==> src/rtl/vram_writer.sv <==
// CPU-side write queue for the 16 KB video RAM: captures Z80 writes to 0x4000-0x7FFF
// and retires them into RAM in cycles the ULA leaves free, stalling the CPU when full.
module vram_writer #(
  parameter int FIFO_DEPTH = 4
) (
  input  logic                          clk7,
  input  logic                          rst_n,
  input  logic [15:0]                   a,
  input  logic [7:0]                    din,
  input  logic                          mreq_n,
  input  logic                          wr_n,
  input  logic                          ula_fetch,
  output logic [13:0]                   vram_a,
  output logic [7:0]                    vram_dout,
  output logic                          vram_we,
  output logic                          wait_n,
  output logic [$clog2(FIFO_DEPTH):0]   level
);

  localparam int PW = $clog2(FIFO_DEPTH);
  localparam int LW = PW + 1;

  typedef struct packed {
    logic [13:0] addr;
    logic [7:0]  data;
  } wr_req_t;

  typedef enum logic [1:0] {IDLE, PEND, DONE} state_t;

  state_t                     state, state_nxt;
  wr_req_t [FIFO_DEPTH-1:0]   mem;
  logic [PW-1:0]              wr_ptr, rd_ptr;
  logic                       armed;
  logic                       hit, strobe_off, full, pop, can_push, push;

  assign strobe_off = mreq_n | wr_n;
  assign hit        = !strobe_off && (a[15:14] == 2'b01);
  assign full       = (level == LW'(FIFO_DEPTH));
  assign pop        = (level != '0) && !ula_fetch;
  // A pop in the same cycle frees the slot the push needs.
  assign can_push   = !full || pop;
  assign wait_n     = (state != PEND);

  always_comb begin
    state_nxt = state;
    push      = 1'b0;
    case (state)
      IDLE: if (hit && armed) begin
        if (can_push) begin
          push      = 1'b1;
          state_nxt = DONE;
        end else begin
          state_nxt = PEND;
        end
      end
      PEND: if (strobe_off) begin
        state_nxt = IDLE;
      end else if (can_push) begin
        push      = 1'b1;
        state_nxt = DONE;
      end
      DONE: if (strobe_off) state_nxt = IDLE;
      default: state_nxt = IDLE;
    endcase
  end

  always_ff @(posedge clk7) begin
    if (!rst_n) begin
      state     <= IDLE;
      armed     <= 1'b0;
      wr_ptr    <= '0;
      rd_ptr    <= '0;
      level     <= '0;
      vram_we   <= 1'b0;
      vram_a    <= '0;
      vram_dout <= '0;
    end else begin
      state   <= state_nxt;
      // A strobe already low when reset releases must end before a write is accepted.
      if (strobe_off) armed <= 1'b1;
      if (push) wr_ptr <= wr_ptr + PW'(1);
      if (pop) begin
        {vram_a, vram_dout} <= mem[rd_ptr];
        rd_ptr              <= rd_ptr + PW'(1);
      end
      vram_we <= pop;
      case ({push, pop})
        2'b10:   level <= level + LW'(1);
        2'b01:   level <= level - LW'(1);
        default: level <= level;
      endcase
    end
  end

  always_ff @(posedge clk7) begin
    if (push) mem[wr_ptr] <= '{addr: a[13:0], data: din};
  end

endmodule
==> config.mk <==
export PLATFORM = sky130hd
export DESIGN_NAME = vram_writer
export DESIGN_NICKNAME = d
export VERILOG_FILES = /design/src/rtl/vram_writer.sv
export SDC_FILE = /design/constraint.sdc
export NUM_CORES = 1
export LEC_CHECK = 0
export ABC_AREA = 1
export BUFFER_PORTS_ARGS = -buffer_cell sky130_fd_sc_hd__buf_2
export CAP_MARGIN = 40
export CORE_MARGIN = 5
export CORE_UTILIZATION = 33
export CTS_CLUSTER_DIAMETER = 40
export DETAILED_ROUTE_END_ITERATION = 12
export GPL_ROUTABILITY_DRIVEN = 0
export PLACE_DENSITY = 0.52
export SETUP_SLACK_MARGIN = 0.1
export SYNTH_ARGS = -nofsm -noshare
export SYNTH_HDL_FRONTEND = slang
export SYNTH_SLANG_ARGS = --single-unit
==> constraint.sdc <==
create_clock -name clk7 -period 2.2 [get_ports clk7]
set_clock_uncertainty 0.1 [all_clocks]
set_input_delay 0.11 -clock clk7 [delete_from_list [all_inputs] [get_ports clk7]]
set_output_delay 0.11 -clock clk7 [all_outputs]
set_load 0.005 [all_outputs]
Yosys cells after proc, flatten, opt, wreduce, memory -nomap -nowiden
Index checks and enable logic that the tools add are counted.
{ "classes": {"addsub": 4, "order_cmp": 3, "eq_ne": 10, "n_mux": 16, "n_bitwise": 1, "n_reduce_logical": 12} }
{ "op_table": {"columns": ["cell", "count"], "rows": [
  ["88-bit bitwise mux", 1],
  ["22-bit binary-select mux with 2-bit select", 1],
  ["22-bit demux with 2-bit select", 1],
  ["22-bit two-way mux", 2],
  ["2-bit two-way mux", 5],
  ["2-bit by 1-bit equality test with 1-bit output, second input constant", 3],
  ["2-bit by 3-bit less-than comparator with 1-bit output, second input constant", 2],
  ["2-bit case mux with 3 select lines", 1],
  ["3-bit case mux with 2 select lines", 1],
  ["2-bit by 1-bit adder with 2-bit output, second input constant", 2],
  ["2-bit equality test, second input constant", 2],
  ["1-bit logical AND", 4],
  ["2-bit inequality test, second input constant", 2],
  ["3-bit by 1-bit adder with 3-bit output, second input constant", 1],
  ["3-bit equality test, second input constant", 1],
  ["1-bit logical NOT", 3],
  ["1-bit two-way mux", 3],
  ["3-bit inequality test, second input constant", 1],
  ["3-bit AND reduction", 1],
  ["3-bit nonzero test", 1],
  ["3-bit by 1-bit subtractor with 3-bit output, second input constant", 1],
  ["2-bit by 1-bit >= comparator with 1-bit output, second input constant", 1],
  ["2-bit logical NOT", 1],
  ["2-bit by 1-bit inequality test with 1-bit output, second input constant", 1],
  ["other kinds (4)", 4]
]} }
{ "word_totals": {"ff_bits": 121, "inputBits": 29, "output_inout_bits": 27, "elab_cells": 62} }

Logic depth before layout (Yosys ltp)
Gate-level depths: netlist (run 1).
{ "depth": {"ltp_word": 8, "mapped_depth": 13} }

Worst setup path before layout (run 1)
OpenSTA, ideal clock, no wires.
{ "synth_timing": {"kind": "flip-flop to flip-flop", "startpoint": "register level[0]", "endpoint": "register level[2]", "setup_time_ps": 122, "arrival_ps": 1906, "required_time_ps": 1978, "slack_ps": 71, "path_stages_with_launch": 13, "path_buffers": 1, "period_less_slack_ps": 2129, "path_cell_list": "dfxtp_1 -> nor2_2 -> nand3_2 -> nand3_2 -> and2_4 -> buf_6 -> ha_1 -> inv_1 -> fa_1 -> a21oi_1 -> o21ai_0 -> o21ai_0 -> a21oi_1"} }
{ "synth_between": {"elab_chain_len": 8, "elab_cells_between_ends": 15} }
{ "synth_lines": {"columns": ["element", "line", "text"], "rows": [
  ["from (decl)", "17", "output logic [$clog2(FIFO_DEPTH):0] level"],
  ["from (signal assigned)", "88", "2'b10: level <= level + LW'(1);"],
  ["from (signal assigned)", "89", "2'b01: level <= level - LW'(1);"],
  ["from (signal assigned)", "90", "default: level <= level;"],
  ["3-bit equality test / 3-bit nonzero test (equally long branches)", "38, 39", null],
  ["1-bit logical NOT / 1-bit logical AND (equally long branches)", "41, 39", null],
  ["1-bit logical OR", "41", "assign can_push = !full || pop;"],
  ["1-bit two-way mux", "49, 58", null],
  ["1-bit two-way mux (on tied branches)", "56, 48", null],
  ["1-bit case mux with 2 select lines", "47", "case (state)"],
  ["2-bit by 1-bit equality test with 1-bit output / 2-bit equality test (equally long branches)", "87", "case ({push, pop})"],
  ["3-bit case mux with 2 select lines / 2-bit nonzero test (equally long branches)", null, null]
]} }
Several ways; a longest one is shown, not always the timed one.
A chain may end at the register's enable or synchronous reset.

Worst setup path in the final report (run 1)
{ "layout_timing": {"startpoint": "register level[1]", "endpoint": "register level[2]"} }
The elaborated chain is that of the path after synthesis.

==> results.md, run 1 <==
* Avg WL per Cell at 14.8 um
* DIE HEIGHT at 130 um
* Post-Place Worst Slack at 0.0208 ns
* Vias per cell at 4.64
* Via Count at 3164
* Layout fillers at 1342
* Largest net degree at the start of global routing at 47
* Post-synth top flop: edfxtp_1
* Clock Sink Count at 121
* Unique masters post-synth at 28
* Antenna diodes at 0
* Sequential share of the synthesized area at 69.6%
* F_max at 501 MHz
* CP Data Arrival Time at 2.19 ns
* Top cell type's share of synthesized area at 55.7%
* EDFF count, synth at 88
* Post-DRT Antenna Nets at 0
* Area Overhead vs Synth at 29.4%
* Met2 GRT Util at 21.0%
* CTS H-tree depth at 4
* Routed wire length at 10.1 mm
* Worst min path class: primary input to flip-flop
* Unrepaired setup endpoints after global routing: no
* Pleak at 2.30 nW
* Share of cells above drive strength 1 at 25.5%
* Worst Max-Slew Pin Slew at 0.441 ns
* # Max-Cap Violations at 0
* Kind of critical path: flip-flop to flip-flop
* Clock power share at 50.7%
* Final hold violation count at 0
* Final net count at 524
* Most common cell in the netlist: edfxtp_1
* Initial antenna violation count at 0
* Post-route clock period utilization at 90.7%
* CTS tree: yes
* Grt ovf at 0
* GR Util All Layers at 12.6%
* Sw Ratio at 19.1%
* Synth cell count leaders: 88 x edfxtp_1, 86 x nor2_1, 40 x o21ai_1
* FF/Latch Area at 0.00330 mm2
* I/O pin count at 56
* Worst path required time at 2.39 ns
* GR Layer Usage met1 at 14.7%
* Synthesized area per cell at 12.1 um2
* PortBufs at 55
* Syn nets at 429
* Synth async-reset ratio at 0%
* Final setup viols at 0
* Final setup TNS at 0 ns
* Register clock-pin slew on the reported worst setup and hold paths at 0.05 ns
* Pint at 0.00448 W
* Post-synth top area cell: edfxtp_1
* Global-route wire length before repair at 16.0 mm
* Total die area at 0.0169 mm2
* Slew HR at 70.6%
* Cell area after synthesis at 0.00475 mm2
* Outcome: finished, final reports clean
* Fin. max-slew vios at 0
* Initial core utilization at 33.9%
* Syn Inst Count at 394
* First-iteration detailed-routing DRC count at 166
* Synth warn at 0
* Area of the multi-input gates at 0.00121 mm2
* Max VDD drop at 0.538 mV
* Worst-skew pair later-pin latency at 0.41 ns
* Core area at 0.0140 mm2
* Area contributors post-synth: edfxtp_1 56%, dfxtp_1 14%, nor2_1 6.8%
* Pwr dens at 902 mW/mm2
* FP Rows at 43
* Worst Setup End Kind: flip-flop
* # DRC at 0
* Seq cells post-synth at 121
* Root Buffer: clkbuf_16
* NetSw at 0.00106 W
* Logic pwr share at 4.4%
* Longest Clk Path Bufs at 2
* 1st-pass router iterations at 4
* Clock buffer count from CTS at 17
* Dpl hpwl at 5.88 mm
* Vias in the first global route at 3212
* Met3 global-route usage at 3.85%
* Die width at 130 um
* Top Usage Layer GRT: met2
* Post-route minimum period at 2.00 ns
* Crit Path Max Fanout at 4
* Post-route setup slack at 0.204 ns
* Sequential power share at 44.9%
* Startpoint type of the worst setup path: flip-flop
-- cell type report --
type,instances,area share (%)
Multi-Input combinational cell,230,19.7
Clock inverter,11,2.46
Timing Repair Buffer,97,11.5
Sequential cell,121,53.8
Tap cell,180,3.67
Clock buffer,21,7.33
Inverter,22,1.51
-- state kept, by name, indices dropped and copies added (netlist names) --
register   flops
mem           88
vram_dout      8
wr_ptr         2
level          3
rd_ptr         2
armed          1
vram_we        1
vram_a        14
state          2
-- kinds of logic after synthesis --
logic type	count (synthesis)	synth area share (%)
compound gates	101	11.3
fa+ha+maj	6	1.74
buf+inv	43	5.45
flops	121	69.6
simple gates	123	12.0
-- power by group through the flow --
stage	registers, W	clock network [W]	logic (W)
after floorplan	0.00253	0	0.000121
after global routing	0.00249	0.00296	0.000274
final	0.00249	0.00281	0.000246
after global placement	0.00253	0	0.000202
after CTS	0.00249	0.00288	0.000248
after detailed placement	0.00253	0	0.000208
-- per-stage QoR --
stage | cell area (um2) | utilization (%) | total power [W] | hold slack (ns) | std cells
final | 6140 | 43.9 | 0.00554 | 0.0652 | 682
after global routing | 6140 | 43.9 | 0.00572 | 0.110 | 682
after CTS | 6110 | 43.7 | 0.00561 | 0.109 | 681
after detailed placement | 5230 | 37.4 | 0.00274 | 0.228 | 620
after global placement | 5230 | 37.4 | 0.00273 | 0.225 | 620
after floorplan | 4750 | - | 0.00266 | 0.109 | 394
-- placed cells by master (no fill, tap or decap), types with 2 or more instances in the layout --
| master | count |
|---|---|
| o21ai_1 | 42 |
| nand3_4 | 2 |
| buf_4 | 11 |
| o21ai_0 | 28 |
| nand3_2 | 2 |
| inv_1 | 17 |
| buf_12 | 4 |
| clkinv_1 | 4 |
| nand2_1 | 7 |
| nor2_4 | 4 |
| buf_2 | 55 |
| clkinv_2 | 4 |
| nor2_2 | 13 |
| bufinv_16 | 4 |
| nand3_1 | 5 |
| inv_2 | 2 |
| a21oi_1 | 7 |
| clkbuf_1 | 3 |
| nor2_1 | 86 |
| edfxtp_1 | 88 |
| clkbuf_16 | 17 |
| dlygate4sd3_1 | 27 |
| nand2_2 | 2 |
| o22ai_1 | 22 |
| ha_1 | 5 |
| dfxtp_1 | 32 |
-- what timing repair did --
action / 4_1_cts / 5_1_grt
resized for setup: 0 / 6
hold buffers: 27 / 0
hold endpoints to repair: 102 / 0
setup endpoints to repair: 2 / 2
pin swaps: 2 / 4
buffers inserted: 2 / 1
-- critical path: stages (launching register included) --
cell and delay (ns):
dfxtp_2 0.34, nor2_4 0.14, nand3_4 0.10, nand3_4 0.10, and2_4 0.14, ha_1 0.14
inv_2 0.06, fa_2 0.34, a21oi_2 0.14, o21ai_1 0.09, o21ai_1 0.14, a21oi_1 0.05
-- metal layers --
| metal | routed length, um | part of all wire [%] |
|---|---|---|
| met5 | 0 | 0 |
| met4 | 208 | 2.1 |
| met3 | 462 | 4.6 |
| met2 | 4980 | 49 |
| met1 | 4430 | 44 |
-- path summary, 6_finish.rpt --
path | from | endpoint | slack [ns] | cells after the start
worst min-delay path | a[14] | state[1]$_SDFFE_PN0P_ | 0.07 | 7
worst min register to register | armed$_SDFFE_PN0P_ | armed$_SDFFE_PN0P_ | 0.40 | 2
worst max register to register | level[1]$_SDFFE_PN0P_ | level[2]$_SDFFE_PN0P_ | 0.20 | 11
worst max-delay path | level[1]$_SDFFE_PN0P_ | level[2]$_SDFFE_PN0P_ | 0.20 | 11
Note: power is estimated with default switching activity, not from simulation.
==> inputs of run 2 (changes only) <==
--- a/config.mk
+++ b/config.mk
@@ -8,7 +8,7 @@
 export ABC_AREA = 1
 export BUFFER_PORTS_ARGS = -buffer_cell sky130_fd_sc_hd__buf_2
 export CAP_MARGIN = 40
-export CORE_MARGIN = 5
+export CORE_MARGIN = 4
 export CORE_UTILIZATION = 33
 export CTS_CLUSTER_DIAMETER = 40
 export DETAILED_ROUTE_END_ITERATION = 12
==> run 2 against run 1 <==
Against the previous run:
- count of clock-buffer cells in the layout decreased by 3
- sequential power barely moved
- sequential share of layout area up 0.64 points
- largest power group unchanged
- first-iteration DRC count grew 6.6%
- register-to-register slack lost 0.05 ns
- non-clock buffer count stayed put
- core utilization fell by 0.50 points
- critical path depth unchanged
- flip-flop and latch count unchanged
==> results.md, run 2 (synthesized netlist as in run 1, its figures left out) <==
* Outcome: finished, final reports clean
* # Max-Cap Violations at 0 (unchanged)
* Slowest CP cell: fa_2
* First-iteration detailed-routing DRC count at 177 (+6.6%)
* Cell family with most CP delay: simple AND/OR/NAND/NOR gates
* Post-route setup slack at 0.152 ns (-0.0519 ns)
* Global-route wire length before repair at 16.0 mm (about the same)
* PortBufs at 55 (unchanged)
* CTS H-tree depth at 4 (unchanged)
* Pleak at 2.27 nW (-1.6%)
* # DRC at 0 (unchanged)
* Placed Cells at 619 (-0.16%)
* Slew HR at 69.3% (-1.2 points)
* Area of the multi-input gates at 0.00119 mm2 (-1.4%)
* Post-route minimum period at 2.05 ns (+0.0519 ns)
* FP Rows at 43 (unchanged)
* Initial core utilization at 33.9% (unchanged)
* Kind of critical path: flip-flop to flip-flop
* GR Util All Layers at 12.8% (+0.24 points)
* Max stage delay on crit path at 0.36 ns (+0.02 ns)
* Worst Max-Slew Pin Slew at 0.460 ns (+0.0190 ns)
* Final setup TNS at 0 ns (unchanged)
* Pwr dens at 875 mW/mm2 (-3.0%)
* Reg-to-reg startpoint: level[0]$_SDFFE_PN0P_
* Total die area at 0.0164 mm2 (-3.1%)
* Most common cell after layout, fill and taps aside: edfxtp_1
* Avg WL per Cell at 14.7 um (-0.55%)
* Core area at 0.0140 mm2 (unchanged)
* CP Data Arrival Time at 2.23 ns (+0.04 ns)
* Worst Setup End Kind: flip-flop
* WP buf/inv at 1 (unchanged)
* Post-route clock period utilization at 93.1% (+2.4 points)
* Layout fillers at 1327 (-1.1%)
* Placed instance area at 0.00521 mm2 (-0.36%)
* Post-route cell area at 0.00607 mm2 (-1.1%)
* Worst min path class: primary input to flip-flop
* Max reg flops at 88 (unchanged)
* Worst-skew pair later-pin latency at 0.40 ns (about the same)
* I/O pin count at 56 (unchanged)
* Final net count at 524 (unchanged)
* Max VDD drop at 0.641 mV (+19%)
* Crit Path Max Fanout at 3 (-1)
* Worst path required time at 2.38 ns (about the same)
* Longest Clk Path Bufs at 2 (unchanged)
* Grt ovf at 0 (unchanged)
* Startpoint type of the worst setup path: flip-flop
* Die width at 128 um (-1.5%)
* Register clock-pin slew on the reported worst setup and hold paths at 0.05 ns (about the same)
* Non-filler instance count after layout at 682 (unchanged)
* Final hold violation count at 0 (unchanged)
* Crit path cell chain: nor2_2 -> nand3_2 -> nand3_2 -> and2_4 -> ha_2 -> inv_2 -> fa_2 -> a21oi_2 -> o21ai_1 -> o21ai_1 -> a21oi_1
* CTS tree: yes
* 1st-pass router iterations at 4 (unchanged)
* Clock buffer count from CTS at 17 (unchanged)
* Fin. max-slew vios at 0 (unchanged)
* Routed wire length at 10.0 mm (-0.55%)
* Biggest regs: mem (88), vram_a (14), vram_dout (8)
* Root Buffer: clkbuf_16
* F_max at 488 MHz (-2.5%)
* FF/Latch Area at 0.00331 mm2 (about the same)
* Share of cells above drive strength 1 at 26.7% (+1.2 points)
* Initial antenna violation count at 0 (unchanged)
* Via Count at 3134 (-0.95%)
* Commonest non-fill, non-tap cells in the layout: 88 x edfxtp_1, 86 x nor2_1, 55 x buf_2, 42 x o21ai_1, 31 x dfxtp_1
* Unrepaired setup endpoints after global routing: no
* Vias in the first global route at 3095 (-3.6%)
* DIE HEIGHT at 128 um (-1.5%)
* Dpl hpwl at 5.79 mm (-1.6%)
* Clock Sink Count at 121 (unchanged)
* Top reg by flops: mem
* Hold path startpoint: mreq_n
* Vias per cell at 4.60 (-0.95%)
* Area Overhead vs Synth at 27.9%
* Final setup viols at 0 (unchanged)
* Largest net degree at the start of global routing at 47 (unchanged)
* Post-Place Worst Slack at 0.128 ns (+0.108 ns)
* Post-DRT Antenna Nets at 0 (unchanged)
* Crit path launch: level[0]$_SDFFE_PN0P_
* Antenna diodes at 0 (unchanged)
## run 2: changes by cell type in the layout (fill, tap and decap cells not counted), sizes merged
cell      change
bufinv        -2
clkbuf        -3
clkinv        -1
clkinvlp      +4
inv           +2
## run 2: timing repair
action                                  in CTS  in global routing
endpoints found under the setup margin       0                  2
buffers inserted                             0                  4
resized for setup                            0                  5
hold buffers                                27                  0
endpoints found under the hold margin      100                  0
## run 2: path summary, 6_finish.rpt
kind | to | slack (ns) | cells past startpoint
setup reg to reg | level[2]$_SDFFE_PN0P_ | 0.15 | 11
hold reg to reg | vram_a[6]$_SDFFE_PN0P_ | 0.40 | 2
hold / removal | state[1]$_SDFFE_PN0P_ | 0.16 | 8
setup / recovery | level[2]$_SDFFE_PN0P_ | 0.15 | 11
## run 2: routing by layer
layer,vias up,global-route usage (%),wire [um],share of wire (%)
li1,1577,-,-,-
met1,1497,16.1,4510,45
met2,51,21.0,5010,50
met3,9,3.62,362,3.6
met4,0,5.12,149,1.5
met5,-,0,0,0
## run 2: report_power, final
group | internal [W] | leakage (nW) | total (W) | switching [W]
sequential | 0.00247 | 1.06 | 0.00249 | 0.0000188
clock | 0.00165 | 0.267 | 0.00259 | 0.000943
combinational | 0.000107 | 0.941 | 0.000235 | 0.000128
## run 2: area by class of cell
class | count | share of cell area (%)
flip-flops and latches | 121 | 54.4
multi-input cells | 230 | 19.7
repair buffers | 97 | 11.5
clock buffers | 18 | 7.06
well taps | 180 | 3.71
clock inverters | 14 | 2.16
inverters | 22 | 1.52
## run 2: stage by stage
stage / hold WS (ns) / utilization, % / power, W
after floorplan: 0.109 / - / 0.00266
after global placement: 0.224 / 37.2 / 0.00273
after detailed placement: 0.227 / 37.2 / 0.00274
after CTS: 0.201 / 43.2 / 0.00537
after global routing: 0.217 / 43.4 / 0.00551
final: 0.164 / 43.4 / 0.00532
## run 2: worst reg2reg max path, delay by kind of cell (launching register included)
kind	cells	cell delay (ns)
buf+inv	1	0.05
simple gates	4	0.55
flops	1	0.33
fa+ha+maj	2	0.52
compound gates	4	0.38
==> inputs of run 3 (changes only) <==
--- a/config.mk
+++ b/config.mk
@@ -8,7 +8,6 @@
 export ABC_AREA = 1
 export BUFFER_PORTS_ARGS = -buffer_cell sky130_fd_sc_hd__buf_2
 export CAP_MARGIN = 40
-export CORE_MARGIN = 4
 export CORE_UTILIZATION = 33
 export CTS_CLUSTER_DIAMETER = 40
 export DETAILED_ROUTE_END_ITERATION = 12
==> run 3 against run 2 <==
Against the previous run:
- fmax is 2.2% higher
- critical path depth unchanged
- global-route usage up 1.6 points
- flip-flop and latch count unchanged
- power grew 2.4%
- register-to-register slack better by 0.04 ns
- clock power is 5% higher
- first-iteration DRC count rose by 0.56%
- worst hold slack gained 0.028 ns
- cell count shrank 0.15%
- critical endpoint unchanged
- highest routed layer unchanged
==> results.md, run 3 (synthesized netlist as in run 1, its figures left out) <==
* Initial antenna violation count at 0 (unchanged)
* PortBufs at 55 (unchanged)
* First-iteration detailed-routing DRC count at 178 (+0.56%)
* Top reg by flops: mem
* Avg WL per Cell at 14.6 um (-0.82%)
* Vias in the first global route at 3122 (+0.87%)
* Post-DRT Antenna Nets at 0 (unchanged)
* Crit path launch: level[1]$_SDFFE_PN0P_
* Antenna diodes at 0 (unchanged)
* Core area at 0.0139 mm2 (-0.38%)
* Dpl hpwl at 5.75 mm (-0.61%)
* F_max at 499 MHz (+2.2%)
* Area Overhead vs Synth at 27.5%
* Pwr dens at 900 mW/mm2 (+2.8%)
* Worst path required time at 2.39 ns (about the same)
* CTS H-tree depth at 4 (unchanged)
* CP Data Arrival Time at 2.19 ns (-0.04 ns)
* Clock buffer count from CTS at 17 (unchanged)
* Global-route wire length before repair at 15.7 mm (-1.5%)
* Startpoint type of the worst setup path: flip-flop
* 1st-pass router iterations at 4 (unchanged)
* Post-route setup slack at 0.197 ns (+0.0447 ns)
* Slew HR at 69.7% (+0.34 points)
* Via Count at 3189 (+1.8%)
* Die width at 122 um (-4.7%)
* Post-Place Worst Slack at 0.0655 ns (-0.0628 ns)
* WHS Path Cells at 8 (unchanged)
* FP Rows at 43 (unchanged)
* DIE HEIGHT at 122 um (-4.7%)
* # DRC at 0 (unchanged)
* Commonest non-fill, non-tap cells in the layout: 88 x edfxtp_1, 86 x nor2_1, 55 x buf_2, 42 x o21ai_1, 32 x dfxtp_1
* Max VDD drop at 0.603 mV (-5.8%)
* Share of cells above drive strength 1 at 25.3% (-1.3 points)
* Worst Reg-to-Reg Cells at 11 (unchanged)
* Reg-to-reg startpoint: level[1]$_SDFFE_PN0P_
* Pleak at 2.27 nW (+0.30%)
* Routed wire length at 9.93 mm (-0.97%)
* Worst min path class: primary input to flip-flop
* Layout Utilization at 43.4% (about the same)
* Grt ovf at 0 (unchanged)
* Final net count at 523 (-0.19%)
* Fin. max-slew vios at 0 (unchanged)
* Worst Max-Slew Pin Slew at 0.454 ns (-0.00575 ns)
* Final hold violation count at 0 (unchanged)
* Register clock-pin slew on the reported worst setup and hold paths at 0.05 ns (about the same)
* Worst-skew pair later-pin latency at 0.41 ns (about the same)
* Max reg flops at 88 (unchanged)
* Outcome: finished, final reports clean
* Biggest regs: mem (88), vram_a (14), vram_dout (8)
* Post-route minimum period at 2.00 ns (-0.0447 ns)
* Placed instance area at 0.00519 mm2 (-0.36%)
* # Max-Cap Violations at 0 (unchanged)
* Worst Setup End Kind: flip-flop
* Root Buffer: clkbuf_16
* Post-route clock period utilization at 91.0% (-2.0 points)
* Largest net degree at the start of global routing at 47 (unchanged)
* Post-route cell area at 0.00605 mm2 (-0.33%)
* CTS tree: yes
* Final setup TNS at 0 ns (unchanged)
* Initial core utilization at 34.1% (+0.13 points)
* Total die area at 0.0149 mm2 (-9.2%)
* Clock Sink Count at 121 (unchanged)
* Kind of critical path: flip-flop to flip-flop
* Crit Path Max Fanout at 4 (+1)
* I/O pin count at 56 (unchanged)
* Vias per cell at 4.68 (+1.9%)
* Final setup viols at 0 (unchanged)
* Longest Clk Path Bufs at 2 (unchanged)
* Most common cell after layout, fill and taps aside: edfxtp_1
* Hold path startpoint: mreq_n
* GR Util All Layers at 14.5% (+1.6 points)
* Unrepaired setup endpoints after global routing: yes
run 3: power by group:
part / internal [W] / total (W) / switching (W)
clock network: 0.00179 / 0.00272 / 0.000928
logic: 0.000106 / 0.000238 / 0.000132
registers: 0.00247 / 0.00249 / 0.0000127
run 3: per-stage QoR:
| stage | hold WS [ns] | std cells | power, W |
|---|---|---|---|
| floorplan | 0.109 | 394 | 0.00266 |
| global placement | 0.227 | 620 | 0.00273 |
| detailed placement | 0.236 | 620 | 0.00274 |
| CTS | 0.179 | 680 | 0.00550 |
| global route | 0.207 | 681 | 0.00563 |
| finish | 0.192 | 681 | 0.00545 |
run 3: final timing paths:
kind / endpoint / slack (ns)
hold reg to reg: armed$_SDFFE_PN0P_ / 0.40
hold / removal: state[1]$_SDFFE_PN0P_ / 0.19
setup / recovery: level[2]$_SDFFE_PN0P_ / 0.20
setup reg to reg: level[2]$_SDFFE_PN0P_ / 0.20
run 3: per-layer routing:
metal | wire [um] | up-vias | global-route usage (%)
met3 | 308 | 18 | 3.28
met2 | 4960 | 56 | 23.7
met1 | 4440 | 1538 | 17.6
met5 | 0 | - | 0
met4 | 223 | 0 | 8.10
li1 | - | 1577 | -
run 3: layout make-up:
cell class	count	area, um2
sequential	121	3300
inverter	22	92.6
clock inverter	10	126
fill	1300	7880
clock buffer	22	454
tap	180	225
multi-input combinational	230	1190
timing repair buffer	96	663
run 3: timing repair:
action                                  in CTS  in global routing
gates resized for setup                      0                  2
pin swaps                                    1                  3
endpoints found under the setup margin       1                  2
endpoints found under the hold margin      102                  0
buffers inserted                             1                  1
hold buffers                                27                  0
cloned                                       0                  0
run 3: critical path, cell delays in order, from the launching register on:
cell and delay [ns]:
dfxtp_2 0.34, nor2_2 0.14, nand3_2 0.12, nand3_2 0.09, and2_4 0.14, ha_1 0.15
inv_2 0.05, fa_2 0.34, a21oi_1 0.15, o21ai_1 0.10, o21ai_1 0.12, a21oi_1 0.05
